## config.mk

```make
export PLATFORM = sky130hd
export DESIGN_NAME = cache_mem_arbiter_flat
export DESIGN_NICKNAME = d
export VERILOG_FILES = /design/src/rtl/cache_mem_arbiter_pkg.sv /design/src/rtl/cache_mem_arbiter_if.sv /design/src/rtl/cache_mem_arbiter.sv /design/src/flat_wrapper.sv
export SDC_FILE = /design/constraint.sdc
export NUM_CORES = 1
export LEC_CHECK = 0
export CAP_MARGIN = 15
export CORE_AREA = 3 3 542 544
export DETAILED_ROUTE_END_ITERATION = 6
export DIE_AREA = 0 0 545 547
export GPL_ROUTABILITY_DRIVEN = 0
export RECOVER_POWER = 50
export SLEW_MARGIN = 20
export SYNTH_ARGS = -nofsm -noshare
export SYNTH_HDL_FRONTEND = slang
export SYNTH_SLANG_ARGS = --single-unit
```

## constraint.sdc

```tcl
create_clock -name clk -period 2 [get_ports clk]
set_input_delay 0.4 -clock clk [delete_from_list [all_inputs] [get_ports clk]]
set_output_delay 0.4 -clock clk [all_outputs]
set_load 0.01 [all_outputs]
```

## src/rtl/cache_mem_arbiter_pkg.sv

```systemverilog
// Shared types for the icache/dcache physical-memory arbiter.
package cache_arb_types;

  localparam int unsigned LINE_WIDTH = 256;
  localparam int unsigned STREAK_W   = 4;

  typedef enum logic [1:0] {
    IDLE,
    I_BUSY,
    D_BUSY
  } arb_state_t;

  typedef logic [LINE_WIDTH-1:0] line_t;

endpackage

```

## src/rtl/cache_mem_arbiter_if.sv

```systemverilog
// Bundle of icache, dcache and pmem signals around the arbiter.
// The slave modport is the arbiter; master is the caches plus memory.
interface cache_mem_arbiter_if #(
  parameter int unsigned LINE_WIDTH = 256,
  parameter int unsigned ADDR_WIDTH = 32
);

  logic                  i_pmem_read;
  logic [ADDR_WIDTH-1:0] i_pmem_address;
  logic [LINE_WIDTH-1:0] i_pmem_rdata;
  logic                  i_pmem_resp;

  logic                  d_pmem_read;
  logic                  d_pmem_write;
  logic [ADDR_WIDTH-1:0] d_pmem_address;
  logic [LINE_WIDTH-1:0] d_pmem_wdata;
  logic [LINE_WIDTH-1:0] d_pmem_rdata;
  logic                  d_pmem_resp;

  logic                  pmem_read;
  logic                  pmem_write;
  logic [ADDR_WIDTH-1:0] pmem_address;
  logic [LINE_WIDTH-1:0] pmem_wdata;
  logic [LINE_WIDTH-1:0] pmem_rdata;
  logic                  pmem_resp;

  modport slave (
    input  i_pmem_read, i_pmem_address,
    output i_pmem_rdata, i_pmem_resp,
    input  d_pmem_read, d_pmem_write, d_pmem_address, d_pmem_wdata,
    output d_pmem_rdata, d_pmem_resp,
    output pmem_read, pmem_write, pmem_address, pmem_wdata,
    input  pmem_rdata, pmem_resp
  );

  modport master (
    output i_pmem_read, i_pmem_address,
    input  i_pmem_rdata, i_pmem_resp,
    output d_pmem_read, d_pmem_write, d_pmem_address, d_pmem_wdata,
    input  d_pmem_rdata, d_pmem_resp,
    input  pmem_read, pmem_write, pmem_address, pmem_wdata,
    output pmem_rdata, pmem_resp
  );

endinterface

```

## src/rtl/cache_mem_arbiter.sv

```systemverilog
// Grants the single pmem port to the icache or dcache, one transaction at a time.
// Dcache wins ties until a bounded streak forces an icache grant.
module cache_mem_arbiter #(
  parameter int unsigned LINE_WIDTH   = 256,
  parameter int unsigned ADDR_WIDTH   = 32,
  parameter int unsigned MAX_D_STREAK = 4
) (
  input  logic                clk,
  input  logic                rst,
  cache_mem_arbiter_if.slave  bus
);

  import cache_arb_types::*;

  arb_state_t            state_q;
  logic [STREAK_W-1:0]   streak_q;
  logic                  read_q;
  logic                  write_q;
  logic [ADDR_WIDTH-1:0] addr_q;
  logic [LINE_WIDTH-1:0] wdata_q;

  logic i_req;
  logic d_req;
  logic d_wins;

  always_comb begin
    i_req  = bus.i_pmem_read;
    d_req  = bus.d_pmem_read | bus.d_pmem_write;
    d_wins = d_req && (!i_req || (streak_q < STREAK_W'(MAX_D_STREAK)));
  end

  always_ff @(posedge clk) begin
    if (rst) begin
      state_q  <= IDLE;
      streak_q <= '0;
      read_q   <= 1'b0;
      write_q  <= 1'b0;
      addr_q   <= '0;
      wdata_q  <= '0;
    end else begin
      unique case (state_q)
        IDLE: begin
          if (d_wins) begin
            state_q <= D_BUSY;
            addr_q  <= bus.d_pmem_address;
            wdata_q <= bus.d_pmem_wdata;
            // Read takes precedence if a cache ever raises both strobes.
            read_q  <= bus.d_pmem_read;
            write_q <= bus.d_pmem_write & ~bus.d_pmem_read;
            if (!i_req) begin
              streak_q <= '0;
            end else if (streak_q != '1) begin
              streak_q <= streak_q + 1'b1;
            end
          end else if (i_req) begin
            state_q  <= I_BUSY;
            addr_q   <= bus.i_pmem_address;
            wdata_q  <= '0;
            read_q   <= 1'b1;
            write_q  <= 1'b0;
            streak_q <= '0;
          end
        end
        I_BUSY, D_BUSY: begin
          // Leaving through IDLE guarantees one idle cycle between transactions.
          if (bus.pmem_resp) begin
            state_q <= IDLE;
            read_q  <= 1'b0;
            write_q <= 1'b0;
          end
        end
        default: begin
          state_q <= IDLE;
          read_q  <= 1'b0;
          write_q <= 1'b0;
        end
      endcase
    end
  end

  always_ff @(posedge clk) begin
    if (!rst) begin
      assert (!(bus.d_pmem_read && bus.d_pmem_write))
        else $warning("illegal: dcache raised read and write together");
    end
  end

  assign bus.pmem_read    = read_q;
  assign bus.pmem_write   = write_q;
  assign bus.pmem_address = addr_q;
  assign bus.pmem_wdata   = wdata_q;

  assign bus.i_pmem_rdata = bus.pmem_rdata;
  assign bus.d_pmem_rdata = bus.pmem_rdata;
  assign bus.i_pmem_resp  = (state_q == I_BUSY) && bus.pmem_resp;
  assign bus.d_pmem_resp  = (state_q == D_BUSY) && bus.pmem_resp;

endmodule

```

## src/flat_wrapper.sv

```systemverilog
// flat-port wrapper written by rule: the top's interface ports become plain ports
module cache_mem_arbiter_flat import cache_arb_types::*;
#(
  parameter int unsigned LINE_WIDTH   = 256,
  parameter int unsigned ADDR_WIDTH   = 32,
  parameter int unsigned MAX_D_STREAK = 4
)
  (clk, rst, bus_i_pmem_read, bus_i_pmem_address, bus_i_pmem_rdata, bus_i_pmem_resp, bus_d_pmem_read, bus_d_pmem_write, bus_d_pmem_address, bus_d_pmem_wdata, bus_d_pmem_rdata, bus_d_pmem_resp, bus_pmem_read, bus_pmem_write, bus_pmem_address, bus_pmem_wdata, bus_pmem_rdata, bus_pmem_resp);
  cache_mem_arbiter_if #(.LINE_WIDTH(LINE_WIDTH), .ADDR_WIDTH(ADDR_WIDTH)) bus_i ();
  input  logic clk;
  input  logic rst;
  input wire logic [$bits(bus_i.i_pmem_read)-1:0] bus_i_pmem_read;
  input wire logic [$bits(bus_i.i_pmem_address)-1:0] bus_i_pmem_address;
  output wire logic [$bits(bus_i.i_pmem_rdata)-1:0] bus_i_pmem_rdata;
  output wire logic [$bits(bus_i.i_pmem_resp)-1:0] bus_i_pmem_resp;
  input wire logic [$bits(bus_i.d_pmem_read)-1:0] bus_d_pmem_read;
  input wire logic [$bits(bus_i.d_pmem_write)-1:0] bus_d_pmem_write;
  input wire logic [$bits(bus_i.d_pmem_address)-1:0] bus_d_pmem_address;
  input wire logic [$bits(bus_i.d_pmem_wdata)-1:0] bus_d_pmem_wdata;
  output wire logic [$bits(bus_i.d_pmem_rdata)-1:0] bus_d_pmem_rdata;
  output wire logic [$bits(bus_i.d_pmem_resp)-1:0] bus_d_pmem_resp;
  output wire logic [$bits(bus_i.pmem_read)-1:0] bus_pmem_read;
  output wire logic [$bits(bus_i.pmem_write)-1:0] bus_pmem_write;
  output wire logic [$bits(bus_i.pmem_address)-1:0] bus_pmem_address;
  output wire logic [$bits(bus_i.pmem_wdata)-1:0] bus_pmem_wdata;
  input wire logic [$bits(bus_i.pmem_rdata)-1:0] bus_pmem_rdata;
  input wire logic [$bits(bus_i.pmem_resp)-1:0] bus_pmem_resp;
  assign bus_i.i_pmem_read = bus_i_pmem_read;
  assign bus_i.i_pmem_address = bus_i_pmem_address;
  assign bus_i_pmem_rdata = bus_i.i_pmem_rdata;
  assign bus_i_pmem_resp = bus_i.i_pmem_resp;
  assign bus_i.d_pmem_read = bus_d_pmem_read;
  assign bus_i.d_pmem_write = bus_d_pmem_write;
  assign bus_i.d_pmem_address = bus_d_pmem_address;
  assign bus_i.d_pmem_wdata = bus_d_pmem_wdata;
  assign bus_d_pmem_rdata = bus_i.d_pmem_rdata;
  assign bus_d_pmem_resp = bus_i.d_pmem_resp;
  assign bus_pmem_read = bus_i.pmem_read;
  assign bus_pmem_write = bus_i.pmem_write;
  assign bus_pmem_address = bus_i.pmem_address;
  assign bus_pmem_wdata = bus_i.pmem_wdata;
  assign bus_i.pmem_rdata = bus_pmem_rdata;
  assign bus_i.pmem_resp = bus_pmem_resp;
  cache_mem_arbiter #(.LINE_WIDTH(LINE_WIDTH), .ADDR_WIDTH(ADDR_WIDTH), .MAX_D_STREAK(MAX_D_STREAK)) u_core (.clk(clk), .rst(rst), .bus(bus_i));
endmodule
```

# == Yosys cells after proc, flatten, opt, wreduce, memory -nomap -nowiden ==
# Index checks and enable logic that the tools add are counted.
# totals
ramBits,0
ff_bits,296
latchBits,0
rom_bits,0
out_inout_bits,804
word_cells,47
input_bits,582
mem_count,0
# op_classes
eq_ne,6
mul,0
n_lt_le_gt_ge,1
reduce_logical,11
mux,19
bitwise_logic,3
n_shift,0
n_div,0
n_addsub,1
# ops
operator,count
$mux W256,2
$mux W32,2
$mux W4,4
$mux W2,3
$mux W1,5
$add A4 B1 Y4 const B,1
$lt A4 B3 Y1 const B,1
$ne A4 B4 Y1 const B,1
$pmux W1 S2,2
$pmux W2 S2,1
$reduce_and A2 Y1,2
$logic_and A1 B1 Y1,3
$ne A3 B2 Y1 const B,1
$ne A3 B3 Y1 const B,1
$reduce_and A3 Y1,1
$eq A2 B1 Y1 const B,1
$eq A2 B2 Y1 const B,1
$logic_not A2 Y1,1
$ne A2 B2 Y1 const B,1
$reduce_bool A2 Y1,1
$reduce_or A2 Y1,1
$and A1 B1 Y1,1
$logic_not A1 Y1,1
$logic_or A1 B1 Y1,1
2 further kinds,2

# == Logic depth before layout (Yosys ltp) ==
# depth
ltp_word,5
mapped_depth,7
depth_no_buf,5

# == Worst setup path after synthesis ==
# No wires, ideal clock.
# synth_path
kind,flip-flop to flip-flop
startpoint,register u_core.state_q[0]
endpoint,register u_core.addr_q[15] (netlist: u_core.bus.pmem_address[15])
t_arrival_ps,1506
required_ps,1909
path_buffers,2
setup_time_ps,91
setup_slack_ps,403
path_stages_with_launch,8
synth_period_minus_slack_ps,1597
cell_sequence,dfxtp_1 > inv_1 > ha_1 > o31a_1 > buf_2 > buf_1 > nor2_1 > a311oi_1
# synth_between
elab_chain_cells,2
# synth_rtl
element,line,source
start: declaration,cache_mem_arbiter.sv:15,arb_state_t state_q;
start signal: assignment,cache_mem_arbiter.sv:34,state_q <= IDLE;
start signal: assignment,cache_mem_arbiter.sv:44,state_q <= D_BUSY;
start signal: assignment,cache_mem_arbiter.sv:56,state_q <= I_BUSY;
$logic_not A2 Y1,cache_mem_arbiter.sv:41,unique case (state_q)
$reduce_and A2 Y1 (no source line),n/a,
end signal: assignment,cache_mem_arbiter.sv:45,addr_q <= bus.d_pmem_address;
end signal: assignment,cache_mem_arbiter.sv:57,addr_q <= bus.i_pmem_address;
end: declaration,cache_mem_arbiter.sv:19,logic [ADDR_WIDTH-1:0] addr_q;
# No other way between the ends.
# A chain may end at the register's enable or synchronous reset.

# == Worst setup path in the final report ==
# layout_path
startpoint,register u_core.wdata_q[234] (netlist: u_core.bus.pmem_wdata[234])
endpoint,output bus_pmem_wdata[234]
# layout_lines
element,line,source
start: declaration,cache_mem_arbiter.sv:20,logic [LINE_WIDTH-1:0] wdata_q;
start signal: assignment,cache_mem_arbiter.sv:46,wdata_q <= bus.d_pmem_wdata;
end: declaration,flat_wrapper.sv:25,output wire logic [$bits(bus_i.pmem_wdata)-1:0] bus_pmem_wdata;
# No word-level cell between the ends.

==> flow_summary.toml <==
[pwr]
leakage_uw = 0.007604
p_per_area_mw_per_mm2 = 845.0
ir_drop_uv = 502.9

[layout]
finalNonFillerCells = 5368
fillers = 33720
area_growth_pct = 62.19
fin_nets = 2016
drive_gt1_frac = 0.1186
fin_area_mm2 = 0.02172

[drt]
first_pass_iters = 6
wl_per_cell_um = 26.56
routed_wirelength_um = 142600
drc = 0
viasPerCell = 2.081
drt_iter0_drc = 1079
ant_nets = 0
via_count = 11170

[setup_path]
slowest_delay_ns = 0.61
critPathSlowestCell = "clkdlybuf4s15_1"
cp.arrival_ns = 1.59
cp.depth = 1
cp_num_buf_inv = 1
critPathLaunchType = "register"
startpoint = "u_core.bus.pmem_wdata[234]"
end_kind = "primary output"
critical_path.top_delay_family = "buffers and inverters"
path_cells = "clkdlybuf4s15_1"
criticalPathCategory = "register to primary output"
reg2reg_depth = 7
timing.rr.start = "u_core.state_q[0]"
worstPathRequired_ns = 1.60
crit_fanout = 2

[logic_synthesis]
yosys.area_share.simple = 0.03055
synth.distinct_cells = 27
synth_top_cell_by_area = "dfxtp_1"
synth_area_mm2 = 0.01339
synth.ff_latch_count = 296
syn-num-nets = 1900
synth_xor_area_frac = 0
ys_warn_count = 0
synth-edff-count = 0
seq_area_frac_synth = 0.4425
synth-adder-area-share = 0.003737
ys_async_sr_fraction = 0
synth_top_family_by_area = "buffers and inverters"
synth_mux_area_frac = 0
synthDominantCellAreaShare = 0.4425
syn_inst = 1314
avgSynthCellArea_um2 = 10.19
synth_top_flop_cell = "dfxtp_1"
synth-compound-area-share = 0.2081
yosys-top-cells-area = "dfxtp_1, buf_4, a22o_1, a311oi_1, buf_2"

[floorplanning]
dieHeight_um = 547
initial_utilization = 0.04616
core_area_mm2 = 0.2901
rows = 198
dieWidth_um = 545
dieArea_mm2 = 0.2981
io_pins = 1386

[hold_path]
min-delay-start = "rst"
hold_depth = 3
min-delay-path-class = "input port to register"

[clocking]
path_clk_slew_ns = 0.06
htreeDepth = 2
clockBufferDepth = 3
cts_hold_buffers = 0
clkLatencyLatePin_ns = 0.62
root_buffer = "clkbuf_16"
clock-sinks = 296
cts_buffers = 40
cts_tree = "built"

[outcome]
status = "completed"

[sta]
slew_violations = 0
fin_skew_ns = 0.03374
rsz0062_at_grt = "no"
slew_headroom = 0.5447
clock.fmax_mhz = 502.0
post-route-period-util = 0.9961
period_needed_ns = 1.992
setup_viol = 0
tightest_slew_ns = 0.6829
finalHoldViolCount = 0

[global_routing]
antenna_found_initial = 94
grt_max_degree = 50
grt_pass1_wl_um = 164300
grt_usage = 0.09023
grt_pass1_vias = 10680
gr-total-overflow = 0

[placement]
place_hpwl_um = 129300
dp_cells = 5288
port_buffers = 617
dpl_cell_area_mm2 = 0.02072

[flow_run]
drv.max_cap_violation_count = 0
[state kept, by name, summed over array words and instances (netlist names)]
| register | flops |
|---|---|
| u_core.streak_q | 4 |
| u_core.bus.pmem_read | 1 |
| u_core.state_q | 2 |
| u_core.bus.pmem_write | 1 |
| u_core.bus.pmem_wdata | 256 |
| u_core.bus.pmem_address | 32 |
[through the flow]
step	setup TNS, ns	utilization	setup slack (ns)	total power [µW]	hold WS (ns)
detailed placement	-36.14	0.07142	-0.1922	11680	0.4540
finish	0	0.07487	0.007768	18350	0.3354
global placement	-32.88	0.07142	-0.1843	11630	0.4453
global route	0	0.07486	0.0003577	19170	0.3204
CTS	0	0.07513	0.0001732	18780	0.2841
floorplan	0	-	0.4032	9316	0.4356
[worst paths after layout]
kind / slack [ns] / end
setup reg to reg: 0.20 / u_core.bus.pmem_address[10]
setup / recovery: 0.008 / bus_pmem_wdata[234]
hold / removal: 0.34 / u_core.bus.pmem_read
hold reg to reg: 0.46 / u_core.bus.pmem_wdata[127]
[cell families after synthesis]
kind of cell | count (synthesis)
AO/OA/AOI/OAI | 337
adder cells (fa/ha/maj) | 4
buffers and inverters | 594
flip-flops | 296
AND/OR/NAND/NOR | 83
[layer usage]
| metal | GRT usage | up-vias | share of wire |
|---|---|---|---|
| li1 | - | 4371 | - |
| met1 | 0.06897 | 4946 | 0.26 |
| met2 | 0.1312 | 1255 | 0.41 |
| met3 | 0.1060 | 580 | 0.27 |
| met4 | 0.04936 | 18 | 0.064 |
| met5 | 0.01475 | - | 0.0049 |
[cell type report]
class | count | area [µm²] | share of cell area
Antenna cell | 9 | 22.52 | 0.001037
Clock buffer | 51 | 1092 | 0.05029
Clock inverter | 20 | 202.7 | 0.009332
Inverter | 2 | 7.507 | 0.0003456
Multi-Input combinational cell | 424 | 3268 | 0.1505
Sequential cell | 296 | 5936 | 0.2733
Tap cell | 3900 | 4880 | 0.2247
Timing Repair Buffer | 666 | 6311 | 0.2906
[cells in the final DEF (no fill, tap or decap), types with 14 or more instances in the layout]
cell type / netlist / layout
clkdlybuf4s50_1: 0 / 380
dfxtp_1: 296 / 288
a22o_1: 257 / 257
dlygate4sd2_1: 0 / 182
buf_4: 512 / 41
clkbuf_16: 0 / 40
o21ai_0: 36 / 36
nand3_1: 32 / 32
nor2_1: 34 / 32
a311oi_1: 32 / 32
clkbuf_2: 0 / 31
buf_12: 0 / 14
[Yosys cell counts (2+ instances only)]
master,count
nor2b_1,3
buf_1,4
nor2_1,34
dfxtp_1,296
o21ai_0,36
a21oi_1,6
a22o_1,257
nand3_1,32
buf_2,55
and2_1,4
nand4_1,4
clkbuf_1,21
buf_4,512
ha_1,4
inv_1,2
nand2_1,2
a311oi_1,32
[power breakdown]
| group | internal [µW] | switching (µW) |
|---|---|---|
| Combinational | 1840 | 2340 |
| Clock | 4070 | 3100 |
| Sequential | 6530 | 473 |
| Total | 12400 | 5910 |
[repair_timing]
| item | CTS | global route |
|---|---|---|
| gates resized for setup | 228 | 17 |
| setup buffers | 0 | 0 |
| setup endpoints to repair | 205 | 12 |
No activity file was read; power rests on OpenSTA's default activity.
